### config.mk
export PLATFORM = sky130hd
export DESIGN_NAME = stopwatch_ctrl_flat
export DESIGN_NICKNAME = d
export VERILOG_FILES = /design/src/rtl/stopwatch_ctrl_if.sv /design/src/rtl/stopwatch_ctrl.sv /design/src/flat_wrapper.sv
export SDC_FILE = /design/constraint.sdc
export NUM_CORES = 1
export LEC_CHECK = 0
export BUFFER_PORTS_ARGS = -buffer_cell sky130_fd_sc_hd__buf_2
export CORE_MARGIN = 1
export CORE_UTILIZATION = 25
export CTS_BUF_LIST = sky130_fd_sc_hd__clkbuf_4 sky130_fd_sc_hd__clkbuf_8 sky130_fd_sc_hd__clkbuf_16
export DETAILED_ROUTE_END_ITERATION = 6
export GPL_ROUTABILITY_DRIVEN = 0
export GPL_TIMING_DRIVEN = 0
export PLACE_DENSITY_LB_ADDON = 0.3
export SLEW_MARGIN = 20
export SYNTH_ARGS = -nofsm -noshare
export SYNTH_HDL_FRONTEND = slang
export SYNTH_SLANG_ARGS = --single-unit
export TNS_END_PERCENT = 10
### constraint.sdc
create_clock -name clk -period 2.8 [get_ports clk]
set_input_delay 0.28 -clock clk [delete_from_list [all_inputs] [get_ports clk]]
set_output_delay 0.28 -clock clk [all_outputs]
set_load 0.05 [all_outputs]
### src/rtl/stopwatch_ctrl_if.sv
// Stopwatch controller port bundle: tick/button inputs and display/status outputs.
// Latency: none (wiring only).
// Backpressure: none; ticks and buttons are fire-and-forget, outputs are always valid.
//
// Signals:
//   tick_1hz, tick_100hz  single-cycle tick enables from the frequency divider
//   btn_start, btn_lap    raw synchronised buttons, active high
//   disp_*                four BCD display digits (MM:SS)
//   state, running        FSM state (IDLE=0 RUN=1 PAUSE=2 LAP=3) and run flag
//   overflow              one-cycle pulse on MAX_MIN:59 -> 00:00 wrap
// master = tick/button source side, slave = the controller.
interface stopwatch_ctrl_if;
  logic       tick_1hz;
  logic       tick_100hz;
  logic       btn_start;
  logic       btn_lap;
  logic [3:0] disp_min_t;
  logic [3:0] disp_min_o;
  logic [3:0] disp_sec_t;
  logic [3:0] disp_sec_o;
  logic [1:0] state;
  logic       running;
  logic       overflow;

  modport master (
    output tick_1hz, tick_100hz, btn_start, btn_lap,
    input  disp_min_t, disp_min_o, disp_sec_t, disp_sec_o, state, running, overflow
  );

  modport slave (
    input  tick_1hz, tick_100hz, btn_start, btn_lap,
    output disp_min_t, disp_min_o, disp_sec_t, disp_sec_o, state, running, overflow
  );
endinterface

### src/rtl/stopwatch_ctrl.sv
// Stopwatch controller: button debounce/one-pulse, start/pause/lap/clear FSM, MM:SS BCD count.
// Latency: state change 2 clk edges after the edge that completes a debounced press; outputs registered.
// Backpressure: none; every tick and press is consumed in the cycle it is seen.
//
// Ports:
//   clk    system clock
//   rst_n  asynchronous active-low reset
//   sw     stopwatch_ctrl_if.slave (ticks and buttons in; display digits, state, running, overflow out)
module stopwatch_ctrl #(
  parameter int DEB_LEN = 4,   // consecutive 100 Hz samples for a level change (2-8)
  parameter int MAX_MIN = 59   // highest minute value before wrap (1-99)
) (
  input logic             clk,
  input logic             rst_n,
  stopwatch_ctrl_if.slave sw
);

  typedef enum logic [1:0] {
    IDLE  = 2'd0,
    RUN   = 2'd1,
    PAUSE = 2'd2,
    LAP   = 2'd3
  } state_t;

  typedef struct packed {
    logic [3:0] min_t;
    logic [3:0] min_o;
    logic [3:0] sec_t;
    logic [3:0] sec_o;
  } mmss_t;

  localparam logic [3:0] MAX_MT = 4'(MAX_MIN / 10);
  localparam logic [3:0] MAX_MO = 4'(MAX_MIN % 10);

  // ---------------------------------------------------------------------------
  // Debounce and one-pulse. Index 0 = start button, index 1 = lap button.
  // ---------------------------------------------------------------------------
  logic [1:0]              raw;
  logic [1:0][DEB_LEN-1:0] deb_sh;
  logic [1:0]              deb_lvl;
  logic [1:0]              deb_q;
  logic [1:0]              press;
  logic                    start_p;
  logic                    lap_p;

  assign raw = {sw.btn_lap, sw.btn_start};

  always_ff @(posedge clk or negedge rst_n) begin
    if (!rst_n) begin
      deb_sh  <= '0;
      deb_lvl <= '0;
      deb_q   <= '0;
    end else begin
      for (int b = 0; b < 2; b++) begin
        if (sw.tick_100hz) begin
          deb_sh[b] <= {deb_sh[b][DEB_LEN-2:0], raw[b]};
        end
        // Level follows a full run of identical samples, otherwise holds.
        if (&deb_sh[b]) begin
          deb_lvl[b] <= 1'b1;
        end else if (~|deb_sh[b]) begin
          deb_lvl[b] <= 1'b0;
        end
      end
      deb_q <= deb_lvl;
    end
  end

  assign press   = deb_lvl & ~deb_q;
  assign start_p = press[0];
  // Start has priority; a simultaneous lap press is dropped.
  assign lap_p   = press[1] & ~press[0];

  // ---------------------------------------------------------------------------
  // State machine
  // ---------------------------------------------------------------------------
  state_t state_q;
  state_t state_d;
  logic   snap_take;
  logic   clear_live;

  always_ff @(posedge clk or negedge rst_n) begin
    if (!rst_n) begin
      state_q <= IDLE;
    end else begin
      state_q <= state_d;
    end
  end

  always_comb begin
    state_d    = state_q;
    snap_take  = 1'b0;
    clear_live = 1'b0;
    case (state_q)
      IDLE: begin
        if (start_p) state_d = RUN;
      end
      RUN: begin
        if (start_p) begin
          state_d = PAUSE;
        end else if (lap_p) begin
          state_d   = LAP;
          snap_take = 1'b1;
        end
      end
      LAP: begin
        if (start_p) begin
          state_d = PAUSE;
        end else if (lap_p) begin
          state_d = RUN;
        end
      end
      PAUSE: begin
        if (start_p) begin
          state_d = RUN;
        end else if (lap_p) begin
          state_d    = IDLE;
          clear_live = 1'b1;
        end
      end
      default: state_d = IDLE;
    endcase
  end

  // ---------------------------------------------------------------------------
  // Live count and lap snapshot
  // ---------------------------------------------------------------------------
  mmss_t live_q;
  mmss_t live_d;
  mmss_t live_inc;
  mmss_t snap_q;
  mmss_t snap_d;
  mmss_t disp_q;
  logic  at_max;
  logic  count_en;
  logic  running_q;
  logic  overflow_q;

  // Counting is qualified by the state before the edge, so a tick that
  // coincides with leaving RUN/LAP is counted and one that coincides with
  // entering RUN is not.
  assign count_en = sw.tick_1hz && ((state_q == RUN) || (state_q == LAP));

  assign at_max = (live_q.min_t == MAX_MT) && (live_q.min_o == MAX_MO) &&
                  (live_q.sec_t == 4'd5)   && (live_q.sec_o == 4'd9);

  // BCD ripple increment; min_t cannot pass 9 because at_max wraps first.
  always_comb begin
    live_inc = live_q;
    if (at_max) begin
      live_inc = '0;
    end else if (live_q.sec_o != 4'd9) begin
      live_inc.sec_o = live_q.sec_o + 4'd1;
    end else begin
      live_inc.sec_o = 4'd0;
      if (live_q.sec_t != 4'd5) begin
        live_inc.sec_t = live_q.sec_t + 4'd1;
      end else begin
        live_inc.sec_t = 4'd0;
        if (live_q.min_o != 4'd9) begin
          live_inc.min_o = live_q.min_o + 4'd1;
        end else begin
          live_inc.min_o = 4'd0;
          live_inc.min_t = live_q.min_t + 4'd1;
        end
      end
    end
  end

  always_comb begin
    live_d = live_q;
    if (clear_live) begin
      live_d = '0;
    end else if (count_en) begin
      live_d = live_inc;
    end
    // Snapshot takes the count as it stood before this edge.
    snap_d = snap_take ? live_q : snap_q;
  end

  always_ff @(posedge clk or negedge rst_n) begin
    if (!rst_n) begin
      live_q     <= '0;
      snap_q     <= '0;
      disp_q     <= '0;
      running_q  <= 1'b0;
      overflow_q <= 1'b0;
    end else begin
      live_q     <= live_d;
      snap_q     <= snap_d;
      // Display is chosen from the next state so digits and state change together.
      disp_q     <= (state_d == LAP) ? snap_d : live_d;
      running_q  <= (state_d == RUN) || (state_d == LAP);
      overflow_q <= count_en && at_max;
    end
  end

  assign sw.disp_min_t = disp_q.min_t;
  assign sw.disp_min_o = disp_q.min_o;
  assign sw.disp_sec_t = disp_q.sec_t;
  assign sw.disp_sec_o = disp_q.sec_o;
  assign sw.state      = state_q;
  assign sw.running    = running_q;
  assign sw.overflow   = overflow_q;

endmodule
### src/flat_wrapper.sv
// flat-port wrapper written by rule: the top's interface ports become plain ports
module stopwatch_ctrl_flat 
#(
  parameter int DEB_LEN = 4,                                                         
  parameter int MAX_MIN = 59                                             
)
  (clk, rst_n, sw_tick_1hz, sw_tick_100hz, sw_btn_start, sw_btn_lap, sw_disp_min_t, sw_disp_min_o, sw_disp_sec_t, sw_disp_sec_o, sw_state, sw_running, sw_overflow);
  stopwatch_ctrl_if sw_i ();
  input logic clk;
  input logic rst_n;
  input wire logic [$bits(sw_i.tick_1hz)-1:0] sw_tick_1hz;
  input wire logic [$bits(sw_i.tick_100hz)-1:0] sw_tick_100hz;
  input wire logic [$bits(sw_i.btn_start)-1:0] sw_btn_start;
  input wire logic [$bits(sw_i.btn_lap)-1:0] sw_btn_lap;
  output wire logic [$bits(sw_i.disp_min_t)-1:0] sw_disp_min_t;
  output wire logic [$bits(sw_i.disp_min_o)-1:0] sw_disp_min_o;
  output wire logic [$bits(sw_i.disp_sec_t)-1:0] sw_disp_sec_t;
  output wire logic [$bits(sw_i.disp_sec_o)-1:0] sw_disp_sec_o;
  output wire logic [$bits(sw_i.state)-1:0] sw_state;
  output wire logic [$bits(sw_i.running)-1:0] sw_running;
  output wire logic [$bits(sw_i.overflow)-1:0] sw_overflow;
  assign sw_i.tick_1hz = sw_tick_1hz;
  assign sw_i.tick_100hz = sw_tick_100hz;
  assign sw_i.btn_start = sw_btn_start;
  assign sw_i.btn_lap = sw_btn_lap;
  assign sw_disp_min_t = sw_i.disp_min_t;
  assign sw_disp_min_o = sw_i.disp_min_o;
  assign sw_disp_sec_t = sw_i.disp_sec_t;
  assign sw_disp_sec_o = sw_i.disp_sec_o;
  assign sw_state = sw_i.state;
  assign sw_running = sw_i.running;
  assign sw_overflow = sw_i.overflow;
  stopwatch_ctrl #(.DEB_LEN(DEB_LEN), .MAX_MIN(MAX_MIN)) u_core (.clk(clk), .rst_n(rst_n), .sw(sw_i));
endmodule
=== After elaboration in Yosys (flattened, before gate mapping) ===
Index checks and enable logic that the tools add are counted.

* Equality and inequality tests: 14
* Multiplexer cells: 27
* Reduce and logical (&&, ||, !) cells: 12
* Add/sub/neg operators: 4
* Bitwise gates (word level): 4

{| class="wikitable"
|+ Operator list
! kind !! count
|-
| 16-bit 2-to-1 mux || 5
|-
| 4-bit by 1-bit adder with 4-bit output (second input constant) || 4
|-
| 4-bit 2-to-1 mux || 4
|-
| 2-bit 2-to-1 mux || 7
|-
| 12-bit 2-to-1 mux || 1
|-
| 4-bit by 3-bit == test with 1-bit output (second input constant) || 2
|-
| 4-bit == test (second input constant) || 2
|-
| 1-bit 2-to-1 mux || 8
|-
| 8-bit 2-to-1 mux || 1
|-
| 4-bit != test (second input constant) || 2
|-
| 2-bit one-hot mux with 4 select lines || 1
|-
| 4-bit AND reduction || 2
|-
| 4-bit OR reduction || 2
|-
| 2-bit == test (second input constant) || 3
|-
| 1-bit logical AND || 5
|-
| 2-bit by 1-bit == test with 1-bit output (second input constant) || 2
|-
| 2-bit by 1-bit != test with 1-bit output (second input constant) || 2
|-
| 4-bit by 3-bit != test with 1-bit output (second input constant) || 1
|-
| 2-bit AND || 1
|-
| 2-bit zero test || 1
|-
| 1-bit logical OR || 2
|-
| 2-bit NOT || 1
|-
| 1-bit AND || 1
|-
| 1-bit NOT || 1
|}

* Flip-flop bits (word level): 64
* Input bits: 6
* Output and inout port bits: 20
* Logic and storage cells: 81

=== Logic depth before layout (Yosys ltp) ===
Gate-level depths: netlist of run 1.

* Word-level depth: 9
* Depth in mapped cells: 7
* Mapped depth without buffers: 6

=== Worst setup path before layout of run 1 ===
OpenSTA, ideal clock, no wires.

* Path kind: reg-to-reg
* Start: register, netlist name u_core.sw.running
* End: register u_core.disp_q (netlist bit u_core.sw.disp_min_o[2])
* Required time: 2.675 ns
* Slack: 0.871 ns
* Period minus slack after synthesis: 1.929 ns
* Path buffers: 2
* Data arrival time: 1.805 ns
* Cell stages (with the launch flop): 7
* Library setup time: 0.125 ns
* Path through: dfrtp_1 -> buf_4 -> and4b_1 -> buf_2 -> nand3_1 -> mux2_2 -> mux2_2

{| class="wikitable"
|+ RTL lines
! element !! line !! source
|-
| to (signal assigned) || stopwatch_ctrl.sv:192 || <nowiki>disp_q <= (state_d == LAP) ? snap_d : live_d;</nowiki>
|-
| to (decl) || stopwatch_ctrl.sv:133 || <nowiki>mmss_t disp_q;</nowiki>
|}

=== Worst setup path in the final report of run 1 ===
* Start: register u_core.live_q[1] in the netlist's numbering
* End: register u_core.disp_q (netlist bit u_core.sw.disp_min_t[1])

* Longest elaborated chain between the ends: 6
* Elaborated cells on any way between the ends: 8
* Those cells by class: 2 x eq/ne; 5 x mux; 1 x reduce/logical

{| class="wikitable"
|+ Ends and longest elaborated chain
! element !! line !! source
|-
| from (decl) || stopwatch_ctrl.sv:128 || <nowiki>mmss_t live_q;</nowiki>
|-
| from (signal assigned) || stopwatch_ctrl.sv:189 || <nowiki>live_q <= live_d;</nowiki>
|-
| 4-bit != test / 4-bit == test (equally long branches) || stopwatch_ctrl.sv:152, stopwatch_ctrl.sv:145 ||
|-
| 12-bit 2-to-1 mux / 1-bit logical AND (equally long branches) || stopwatch_ctrl.sv:152, stopwatch_ctrl.sv:145 ||
|-
| 16-bit 2-to-1 mux (*) || stopwatch_ctrl.sv:150 || <nowiki>if (at_max) begin</nowiki>
|-
| 16-bit 2-to-1 mux (*) || stopwatch_ctrl.sv:174 || <nowiki>end else if (count_en) begin</nowiki>
|-
| 16-bit 2-to-1 mux (*) || stopwatch_ctrl.sv:172 || <nowiki>if (clear_live) begin</nowiki>
|-
| 16-bit 2-to-1 mux (*) || stopwatch_ctrl.sv:192 ||
|}

Mark *: on every way between the ends. The rest lies on a longest branch, timed or not.
A chain may end at the register's enable or synchronous reset.

==> results.cfg, run 1 <==
[sta]
clock-skew-final_ns = 0.00644
layout_worst_path_cycle_share_pct = 70.5
hold_viol = 0
final-setup-viol-count = 0
final.setup.tns_ns = 0
timing_max_transition_violations_final = 0
final_period_minus_worst_setup_slack_ns = 1.97
worst_tran_pin_value_ns = 0.596
relSlewSlack_pct = 60.1
rsz0062_at_grt = no
max_freq_ghz = 0.507

[worst_setup_path]
critical_path_buf_inv_count = 2
critPathMaxStageDelay_ns = 0.42
cp_data_arrival_time_ns = 2.22
worst_path_max_delay_cell = sky130_fd_sc_hd__dfrtp_1
startpoint_type = flop
timing_worst_setup_path_type = reg -> reg
end_kind = flop
crit_fanout = 8
crit_path_required_time_ns = 3.04
critPathTopFamily = flip-flops
worstPathCellList = inv_1 > ha_1 > and3b_1 > clkbuf_1 > nand4_1 > mux2_2 > o2bb2ai_1
worst_setup_path_startpoint = u_core.live_q[1]$_DFF_PN0_
source_of_the_worst_register_to_register_timing_path = u_core.live_q[1]$_DFF_PN0_

[power_and_ir_drop]
swShare_pct = 32.5
comb_power_share_pct = 26.1
clock_power_share_pct = 36.9
power.sequential.fraction_pct = 37.0
peakVddDrop_mv = 0.463
power_density_mw_per_mm2 = 887
static_power_due_to_leakage_nw = 1.69
p_int_mw = 2.11
switchingPower_mw = 1.01

[outcome]
run_status = completed

[clocking]
tritoncts.num_buffers = 9
insertion_delay_ns = 0.33
ctsLongestPathBuffers = 2
post_cts_resized = 0
numClockSinks = 63
cts_root_buffer = sky130_fd_sc_hd__clkbuf_16
tritoncts = yes
cts_hold_buffers = 1
clkSlewWorstSetupHoldPaths_ns = 0.05
cts-htree-levels = 3
cts_setup_buffers = 0

[global_route]
pin_count_of_the_biggest_net_entering_global_routing = 38
grt_pass1_vias = 1832
initial_antenna_violation_count = 0
grt_first_pass_wirelength_um = 9160
grt_overflow = 0
grtUsageTotal_pct = 10.3

[drt]
routed-wl-met3_um = 245
drt_first_iter_violations = 56
wirelength_um = 5540
routed_length_on_met2_um = 2560
post-route-drc-count = 0
drt.antenna.violating_nets = 0
met1Wirelength_um = 2650
drt-wirelength-per-cell_um = 13.5
detailedRoute.firstPassIterationCount = 4
dr_total_vias = 1875
post_drt_via_cell_ratio = 4.56
maxUsedRoutingLayer = met4

[synthesis]
yosys.area_share.adder_pct = 3.48
synth_warnings = 0
synth.area.mux_share_pct = 13.9
synth-xor-area-share_pct = 1.52
syn-cell-area_sq_mm = 0.00287
synth_cell_type_count = 47
synth_compound_area_share_pct = 8.80
synth_simple_gate_area_share_pct = 13.3
synth-seq-area-share_pct = 54.9
dominantRegCellSynth = sky130_fd_sc_hd__dfrtp_1
synth_top_family_by_area = multiplexers
syn_area_per_cell_sq_um = 12.5
ys_async_sr_fraction_pct = 100
synth.ff_latch_count = 63
synth_fp_nets = 243
synth_cells = 229
synth-edff-count = 0

[die]
floorplan.die.width_um = 109
die_h_um = 109
fp.dieArea_sq_mm = 0.0119
std_cell_rows = 38
pin_count = 26
start_util_pct = 26.0
core_area_sq_mm = 0.0110

[final_layout]
num_antenna_cells = 0
layout.cells.most_common_list = sky130_fd_sc_hd__dfrtp_1, sky130_fd_sc_hd__mux2_2, sky130_fd_sc_hd__buf_2
nets = 280
mostFrequentLayoutCell = sky130_fd_sc_hd__dfrtp_1
final_core_utilization_pct = 31.9
fill_cells = 1155
drive_above_1_share_pct = 33.2
area_added_between_synthesis_and_finish_pct = 22.5

[placed_design]
detailedPlacementHpwl_um = 3880
placement.io_buffers = 24

[min_path]
worstHoldPathType = in -> reg
hold_path.startpoint = sw_btn_start

[run]
maxCapViolations = 0
cell usage after synthesis, types with 3 or more instances:
| cell | instances | share of area (%) |
|---|---|---|
| sky130_fd_sc_hd__xor2_1 | 4 | 1.2 |
| sky130_fd_sc_hd__o21a_1 | 4 | 1.0 |
| sky130_fd_sc_hd__or3_1 | 4 | 0.87 |
| sky130_fd_sc_hd__o21ai_0 | 4 | 0.70 |
| sky130_fd_sc_hd__a31oi_1 | 3 | 0.65 |
| sky130_fd_sc_hd__nand3_1 | 4 | 0.70 |
| sky130_fd_sc_hd__nor4_1 | 4 | 0.87 |
| sky130_fd_sc_hd__o2bb2ai_1 | 7 | 2.1 |
| sky130_fd_sc_hd__o211ai_1 | 3 | 0.78 |
| sky130_fd_sc_hd__a21oi_1 | 6 | 1.0 |
| sky130_fd_sc_hd__mux2_2 | 32 | 13 |
| sky130_fd_sc_hd__inv_1 | 5 | 0.65 |
| sky130_fd_sc_hd__clkbuf_1 | 5 | 0.65 |
| sky130_fd_sc_hd__and3_1 | 4 | 0.87 |
| sky130_fd_sc_hd__nand2_1 | 7 | 0.91 |
| sky130_fd_sc_hd__dfrtp_1 | 63 | 55 |
| sky130_fd_sc_hd__nand4_1 | 5 | 1.1 |
| sky130_fd_sc_hd__nor2_1 | 16 | 2.1 |
| sky130_fd_sc_hd__ha_1 | 8 | 3.5 |
| sky130_fd_sc_hd__buf_2 | 3 | 0.52 |
| sky130_fd_sc_hd__and3b_1 | 4 | 1.2 |
per-layer routing:
metal,vias up,global-route usage [%]
met3,7,3.53
li1,901,-
met2,31,15.5
met1,936,13.5
met5,-,0
met4,0,4.48
logic make-up after synthesis:
group | Yosys count
buffers and inverters | 19
flip-flops | 63
XOR/XNOR | 5
AO/OA/AOI/OAI | 35
adder cells (fa/ha/maj) | 8
multiplexers | 35
AND/OR/NAND/NOR | 64
final timing paths:
path / slack, ns / endpoint / cells past startpoint
hold reg to reg: 0.43 / u_core.deb_q[0]$_DFF_PN0_ / 0
setup / recovery: 0.83 / u_core.sw.disp_min_t[1]$_DFF_PN0_ / 7
min in group asynchronous: 0.40 / u_core.sw.disp_sec_o[0]$_DFF_PN0_ / 2
setup reg to reg: 0.83 / u_core.sw.disp_min_t[1]$_DFF_PN0_ / 7
hold / removal: 0.19 / u_core.deb_sh[0]$_DFFE_PN0P_ / 2
max in group asynchronous: 1.88 / u_core.sw.disp_sec_o[3]$_DFF_PN0_ / 3
per-stage QoR:
step	power, mW	hold slack [ns]	cell area [sq um]	setup slack, ns	instances
finish	3.12	0.188	3520	0.827	411
global route	3.28	0.189	3520	0.626	411
CTS	3.16	0.178	3520	0.813	411
detailed placement	1.99	0.221	3190	0.829	394
global placement	1.98	0.423	3170	0.845	393
floorplan	1.78	-0.0156	2870	0.871	229
flip-flops by register name (all words and copies together) (netlist names):
signal,count
u_core.sw.running,1
u_core.sw.disp_sec_o,4
u_core.snap_q,16
u_core.deb_q,2
u_core.deb_lvl,2
u_core.deb_sh,8
u_core.live_q,16
u_core.sw.disp_min_o,4
u_core.sw.overflow,1
u_core.sw.state,1
u_core.sw.disp_sec_t,4
u_core.sw.disp_min_t,4
power groups by stage:
| stage | logic, mW | clock network (mW) | registers [mW] |
|---|---|---|---|
| finish | 0.815 | 1.15 | 1.15 |
| global route | 0.887 | 1.22 | 1.17 |
| CTS | 0.826 | 1.18 | 1.16 |
| detailed placement | 0.818 | 0 | 1.17 |
| global placement | 0.810 | 0 | 1.17 |
| floorplan | 0.474 | 0 | 1.30 |
worst register-to-register path: stages, from the launching register on:
cell	delay [ns]
sky130_fd_sc_hd__dfrtp_1	0.42
sky130_fd_sc_hd__inv_1	0.09
sky130_fd_sc_hd__ha_1	0.22
sky130_fd_sc_hd__and3b_1	0.17
sky130_fd_sc_hd__clkbuf_1	0.28
sky130_fd_sc_hd__nand4_1	0.23
sky130_fd_sc_hd__mux2_2	0.34
sky130_fd_sc_hd__o2bb2ai_1	0.14
cell type report:
class / instances / area (sq um) / area share (%)
Tap cell: 140 / 175 / 4.98
Inverter: 5 / 18.8 / 0.533
Clock buffer: 12 / 267 / 7.57
Buffer: 14 / 98.8 / 2.81
Clock inverter: 4 / 52.6 / 1.49
Sequential cell: 63 / 1580 / 44.8
Timing Repair Buffer: 26 / 153 / 4.34
Multi-Input combinational cell: 147 / 1180 / 33.5
Power figures use the tool's default switching activity.
==> run 2: changes to the inputs <==
--- a/config.mk
+++ b/config.mk
@@ -5,6 +5,7 @@
 export SDC_FILE = /design/constraint.sdc
 export NUM_CORES = 1
 export LEC_CHECK = 0
+export ABC_AREA = 1
 export BUFFER_PORTS_ARGS = -buffer_cell sky130_fd_sc_hd__buf_2
 export CORE_MARGIN = 1
 export CORE_UTILIZATION = 25
==> constraint.sdc (replaced) <==
create_clock -name clk -period 1.7 [get_ports clk]
set_input_delay 0.17 -clock clk [delete_from_list [all_inputs] [get_ports clk]]
set_output_delay 0.17 -clock clk [all_outputs]
set_load 0.05 [all_outputs]
==> run 2 against run 1 <==
  * Synthesized cell count increased by 40%
  * Critical endpoint is now u_core.sw.disp_min_t[3]$_DFF_PN0_
  * Cell area up 4.1%
  * Worst setup slack worse by 0.76 ns
  * Largest power group unchanged
  * Clock power grew 59%
  * Clock skew rose by 0.0012 ns
  * Global-route usage grew 1.6 points
  * Via count rose by 15%
  * Sequential power is 87% higher
  * Combinational power rose to 2.6 times the previous value
  * Clock-buffer cell count stayed put
  * Critical path depth is 4 higher
  * Routed wire length rose by 13%
==> results.cfg, run 2 <==
[drt]
drt_first_iter_violations = 63
post_drt_via_cell_ratio = 4.21
drt-wirelength-per-cell_um = 12.2
detailedRoute.firstPassIterationCount = 4
drt.antenna.violating_nets = 0
dr_total_vias = 2161
wirelength_um = 6270
post-route-drc-count = 0

[worst_setup_path]
crit_path_required_time_ns = 1.92
cp_data_arrival_time_ns = 1.85
crit_fanout = 5
timing_worst_setup_path_type = reg -> reg
startpoint_type = flop
end_kind = flop

[clocking]
ctsLongestPathBuffers = 2
clkSlewWorstSetupHoldPaths_ns = 0.05
cts-htree-levels = 3
numClockSinks = 63
insertion_delay_ns = 0.33
cts_root_buffer = sky130_fd_sc_hd__clkbuf_16
tritoncts = yes
tritoncts.num_buffers = 9

[die]
start_util_pct = 25.7
std_cell_rows = 39
floorplan.die.width_um = 110
core_area_sq_mm = 0.0114
pin_count = 26
fp.dieArea_sq_mm = 0.0122
die_h_um = 110

[final_layout]
instances_no_fill = 513
area_added_between_synthesis_and_finish_pct = 24.9
num_antenna_cells = 0
nets = 379
mostFrequentLayoutCell = sky130_fd_sc_hd__nand2_1
drive_above_1_share_pct = 24.6
layout.cells.most_common_list = sky130_fd_sc_hd__nand2_1, sky130_fd_sc_hd__dfrtp_1, sky130_fd_sc_hd__inv_1
layout_top_registers = u_core.live_q (16), u_core.snap_q (16), u_core.deb_sh (8)

[outcome]
run_status = completed

[synthesis]
top_area_cells_in_the_synthesized_netlist = sky130_fd_sc_hd__dfrtp_1, sky130_fd_sc_hd__nand2_1, sky130_fd_sc_hd__inv_1
synth_warnings = 0
post_synth_most_frequent_cells = sky130_fd_sc_hd__nand2_1, sky130_fd_sc_hd__dfrtp_1, sky130_fd_sc_hd__inv_1
ys_async_sr_fraction_pct = 100
dominantRegCellSynth = sky130_fd_sc_hd__dfrtp_1
synthDominantAreaCellType = sky130_fd_sc_hd__dfrtp_1
synth_cell_type_count = 34
synth.ff_latch_count = 63
synth_cells = 321
synth-edff-count = 0
syn_area_per_cell_sq_um = 9.14
syn-cell-area_sq_mm = 0.00294
synth_most_common_cell = sky130_fd_sc_hd__nand2_1
synth-seq-area-share_pct = 53.7
synth_fp_nets = 335
share_of_the_synthesized_area_in_the_top_cell_type_pct = 53.7

[sta]
clock-skew-final_ns = 0.00765
timing_max_transition_violations_final = 0
max_freq_ghz = 0.612
layout_worst_path_cycle_share_pct = 96.2
hold_viol = 0
worst_tran_pin_value_ns = 0.413
final_period_minus_worst_setup_slack_ns = 1.63
relSlewSlack_pct = 72.5
rsz0062_at_grt = yes
final-setup-viol-count = 0

[power_and_ir_drop]
comb_power_share_pct = 34.7
peakVddDrop_mv = 0.853
switchingPower_mw = 2.38
totalPowerFinal_mw = 6.10
p_int_mw = 3.72
clock_power_share_pct = 30.1
static_power_due_to_leakage_nw = 1.91
swShare_pct = 39.0
power_density_mw_per_mm2 = 1660
power.sequential.fraction_pct = 35.2

[placed_design]
detailedPlacementHpwl_um = 4270
placement.io_buffers = 25
dp_cells = 490

[global_route]
grt_first_pass_wirelength_um = 10600
pin_count_of_the_biggest_net_entering_global_routing = 34
initial_antenna_violation_count = 0
grtUsageTotal_pct = 11.9
grt_overflow = 0
grt_pass1_vias = 2209

[run]
maxCapViolations = 0

[min_path]
worstHoldPathType = in -> reg
-- run 2: changes by cell type in the layout (fill, tap and decap cells not counted), moves of 7 or more --
cell	before	now
sky130_fd_sc_hd__o21ai_0	4	22
sky130_fd_sc_hd__mux2_2	32	4
sky130_fd_sc_hd__nand3_1	4	16
sky130_fd_sc_hd__o21ai_1	0	7
sky130_fd_sc_hd__nand2_1	7	94
sky130_fd_sc_hd__o2bb2ai_1	7	0
sky130_fd_sc_hd__inv_1	5	32
-- run 2: worst paths after layout --
check | cells past startpoint | endpoint | startpoint | slack, ns
setup / recovery | 11 | u_core.sw.disp_min_t[3]$_DFF_PN0_ | u_core.live_q[1]$_DFF_PN0_ | 0.07
hold / removal | 2 | u_core.deb_sh[4]$_DFFE_PN0P_ | sw_btn_lap | 0.07
setup reg to reg | 11 | u_core.sw.disp_min_t[3]$_DFF_PN0_ | u_core.live_q[1]$_DFF_PN0_ | 0.07
hold reg to reg | 0 | u_core.deb_q[0]$_DFF_PN0_ | u_core.deb_lvl[0]$_DFFE_PN0P_ | 0.41
max in group asynchronous | 3 | u_core.sw.disp_sec_t[2]$_DFF_PN0_ | rst_n | 0.87
min in group asynchronous | 2 | u_core.deb_q[0]$_DFF_PN0_ | rst_n | 0.32
-- run 2: repair_timing --
action | in CTS | in global routing
hold buffers | 1 | 0
pin swaps | 0 | 6
resized for setup | 1 | 15
endpoints found under the setup margin | 2 | 21
setup buffers | 0 | 6
hold endpoints to repair | 30 | 0
-- run 2: power by group through the flow --
stage	logic (mW)	clock network [mW]	registers (mW)
floorplan	1.11	0	2.52
global placement	1.98	0	2.15
global route	2.35	1.95	2.20
CTS	2.02	1.88	2.14
detailed placement	2.01	0	2.16
finish	2.12	1.83	2.15
-- run 2: cells by family (layout without fill, tap and decap cells) --
logic type	count (synthesis)	in the layout	share of synthesized area (%)
multiplexers	4	4	1.53
adder cells (fa/ha/maj)	8	8	3.41
flip-flops	63	63	53.7
buffers and inverters	46	95	6.78
AO/OA/AOI/OAI	35	35	6.44
AND/OR/NAND/NOR	163	163	27.5
XOR/XNOR	2	2	0.597
-- run 2: worst max-delay path, cell delays in order (launching register included) --
cell and delay (ns):
sky130_fd_sc_hd__dfrtp_1 0.42, sky130_fd_sc_hd__inv_2 0.10, sky130_fd_sc_hd__ha_4 0.16, sky130_fd_sc_hd__nand2_4 0.06, sky130_fd_sc_hd__nor2_4 0.22, sky130_fd_sc_hd__nand2_8 0.10
sky130_fd_sc_hd__nor2_8 0.14, sky130_fd_sc_hd__nand2_1 0.07, sky130_fd_sc_hd__nand2_1 0.08, sky130_fd_sc_hd__nand2_1 0.06, sky130_fd_sc_hd__nand3_1 0.06, sky130_fd_sc_hd__nand2_1 0.06
-- run 2: area by class of cell --
class | instances | area, sq um
clock buffer | 12 | 254
fill | 1215 | 7750
buffer | 8 | 52.6
sequential | 63 | 1580
multi-input combinational | 212 | 1210
clock inverter | 4 | 45.0
timing repair buffer | 33 | 203
tap | 143 | 179
inverter | 38 | 148
-- run 2: metrics by stage --
step / setup slack, ns / instance area (sq um) / util (%) / setup TNS (ns) / hold slack (ns)
global placement: -0.0208 / 3240 / 28.4 / -0.0263 / 0.402
floorplan: 0.0151 / 2940 / - / 0 / -0.126
finish: 0.0654 / 3660 / 32.1 / 0 / 0.0665
CTS: -0.0473 / 3570 / 31.3 / -0.0473 / 0.0565
detailed placement: -0.0353 / 3260 / 28.6 / -0.0522 / 0.137
global route: -0.0333 / 3660 / 32.1 / -0.0820 / 0.0542
-- run 2: routing by layer --
layer  part of all wire [%]  GRT usage [%]
met4                    2.5           6.77
met2                     47           19.5
met5                      0              0
met1                     46           13.9
met3                    4.2           3.53
==> run 3: changes to the inputs <==
--- a/config.mk
+++ b/config.mk
@@ -5,14 +5,12 @@
 export SDC_FILE = /design/constraint.sdc
 export NUM_CORES = 1
 export LEC_CHECK = 0
-export ABC_AREA = 1
 export BUFFER_PORTS_ARGS = -buffer_cell sky130_fd_sc_hd__buf_2
 export CORE_MARGIN = 1
 export CORE_UTILIZATION = 25
 export CTS_BUF_LIST = sky130_fd_sc_hd__clkbuf_4 sky130_fd_sc_hd__clkbuf_8 sky130_fd_sc_hd__clkbuf_16
 export DETAILED_ROUTE_END_ITERATION = 6
 export GPL_ROUTABILITY_DRIVEN = 0
-export GPL_TIMING_DRIVEN = 0
 export PLACE_DENSITY_LB_ADDON = 0.3
 export SLEW_MARGIN = 20
 export SYNTH_ARGS = -nofsm -noshare
==> run 3 against run 2 <==
  * Non-clock buffer count grew 13
  * Final cell count fell by 17%
  * Combinational power shrank 22%
  * Register-to-register slack worse by 0.05 ns
  * First-iteration DRC count is 43% higher
  * Fmax fell by 3.0%
  * Sequential power fell by 11%
  * Global-route usage shrank 0.93 points
  * Flip-flop and latch count unchanged
  * Power fell by 10%
==> results.cfg, run 3 (synthesized netlist as in run 1, its figures left out) <==
[power_and_ir_drop]
totalPowerFinal_mw = 5.48
static_power_due_to_leakage_nw = 1.80
peakVddDrop_mv = 0.856
power_density_mw_per_mm2 = 1460

[worst_setup_path]
crit_fanout = 6
worst-r2r-cell-count = 6
worstPathCellList = inv_1 > ha_1 > and3b_2 > nor4_1 > o221ai_1 > a21bo_2
ff2ff_setup_slack_ns = 0.01
critPathTopFamily = simple AND/OR/NAND/NOR gates
cp_data_arrival_time_ns = 1.95
source_of_the_worst_register_to_register_timing_path = u_core.live_q[9]$_DFF_PN0_
critical_path.reg2reg.endpoint = u_core.sw.disp_min_o[0]$_DFF_PN0_
timing.critical_path.depth = 6
timing_worst_setup_path_type = reg -> reg
crit_path_required_time_ns = 1.96
critPathCapture = u_core.sw.disp_min_o[0]$_DFF_PN0_
worst_path_max_delay_cell = sky130_fd_sc_hd__dfrtp_1
startpoint_type = flop
worst_setup_path_startpoint = u_core.live_q[9]$_DFF_PN0_
critPathMaxStageDelay_ns = 0.38
end_kind = flop
critical_path_buf_inv_count = 1

[sta]
layout_worst_path_cycle_share_pct = 99.2
hold_ws_ns = 0.0792
final.setup.tns_ns = 0
relSlewSlack_pct = 74.3
final-setup-viol-count = 0
rsz0062_at_grt = yes
timing_max_transition_violations_final = 0
final_period_minus_worst_setup_slack_ns = 1.69
max_freq_ghz = 0.593
hold_viol = 0
worst_tran_pin_value_ns = 0.384
clock-skew-final_ns = 0.00516

[clocking]
ctsLongestPathBuffers = 2
clkSlewWorstSetupHoldPaths_ns = 0.05
tritoncts.num_buffers = 9
insertion_delay_ns = 0.32
tritoncts = yes
cts_root_buffer = sky130_fd_sc_hd__clkbuf_16
cts-htree-levels = 3
numClockSinks = 63

[final_layout]
nets = 294
fill_cells = 1120
num_antenna_cells = 0
layout.cells.most_common_list = sky130_fd_sc_hd__dfrtp_1, sky130_fd_sc_hd__mux2_2, sky130_fd_sc_hd__buf_2
mostFrequentLayoutCell = sky130_fd_sc_hd__dfrtp_1
drive_above_1_share_pct = 45.3
layout_top_registers = u_core.live_q (16), u_core.snap_q (16), u_core.deb_sh (8)
area_added_between_synthesis_and_finish_pct = 30.4
instances_no_fill = 425

[drt]
drt.antenna.violating_nets = 0
post-route-drc-count = 0
dr_total_vias = 1910
detailedRoute.firstPassIterationCount = 4
drt_first_iter_violations = 90
post_drt_via_cell_ratio = 4.49
drt-wirelength-per-cell_um = 13.7
wirelength_um = 5820

[global_route]
grtUsageTotal_pct = 11.0
grt_overflow = 0
initial_antenna_violation_count = 0
pin_count_of_the_biggest_net_entering_global_routing = 64
grt_first_pass_wirelength_um = 9790
grt_pass1_vias = 1969

[die]
pin_count = 26
fp.dieArea_sq_mm = 0.0119
core_area_sq_mm = 0.0110
start_util_pct = 26.0
die_h_um = 109
floorplan.die.width_um = 109
std_cell_rows = 38

[min_path]
worstHoldPathType = in -> reg

[placed_design]
placement.io_buffers = 25
dp_cells = 405
detailedPlacementHpwl_um = 4120

[outcome]
run_status = completed

[run]
maxCapViolations = 0
[run 3: worst min path at each step]
stage | start | to | slack (ns) | depth (start not counted)
5_1_grt | sw_btn_start | u_core.deb_sh[0]$_DFFE_PN0P_ | 0.08 | 2
4_1_cts | sw_btn_start | u_core.deb_sh[0]$_DFFE_PN0P_ | 0.07 | 2
3_5_place_dp | rst_n | u_core.sw.disp_sec_o[0]$_DFF_PN0_ | 0.21 | 2
6_report | sw_btn_start | u_core.deb_sh[0]$_DFFE_PN0P_ | 0.08 | 2
3_3_place_gp | rst_n | u_core.sw.disp_sec_o[2]$_DFF_PN0_ | 0.21 | 2
2_1_floorplan | rst_n | u_core.deb_lvl[0]$_DFFE_PN0P_ | -0.13 | 0
[run 3: routing by layer]
metal | global-route usage [%] | wire length, um
met1 | 13.8 | 2730
met2 | 17.5 | 2760
met3 | 3.77 | 261
met4 | 4.00 | 76
met5 | 0 | 0
[run 3: report_power, final]
part           switching, mW  internal (mW)  total (mW)  leakage, nW
combinational          0.949          0.700        1.65        0.806
sequential             0.180           1.74        1.92        0.839
clock                  0.625           1.29        1.92        0.152
[run 3: repair_timing]
| item | CTS | global route |
|---|---|---|
| hold endpoints to repair | 63 | 0 |
| endpoints found under the setup margin | 13 | 20 |
| pin swaps | 2 | 8 |
| setup buffers | 2 | 1 |
| hold buffers | 1 | 0 |
| resized for setup | 11 | 20 |
[run 3: area by class of cell]
cell class                      count  area (sq um)  area share, %
Sequential cell                    63          1580           42.2
Timing Repair Buffer               54           369           9.85
Clock buffer                       10           233           6.21
Tap cell                          140           175           4.67
Multi-Input combinational cell    147          1290           34.3
Clock inverter                      6          85.1           2.27
Inverter                            5          18.8          0.501
[run 3: per-stage QoR]
step	area (sq um)	setup WS, ns	utilization (%)
2_1_floorplan	2880	-0.111	-
3_3_place_gp	3280	-0.0469	29.7
3_5_place_dp	3280	-0.0762	29.7
4_1_cts	3660	0.00617	33.2
5_1_grt	3750	-0.0388	34.0
6_report	3750	0.0144	34.0
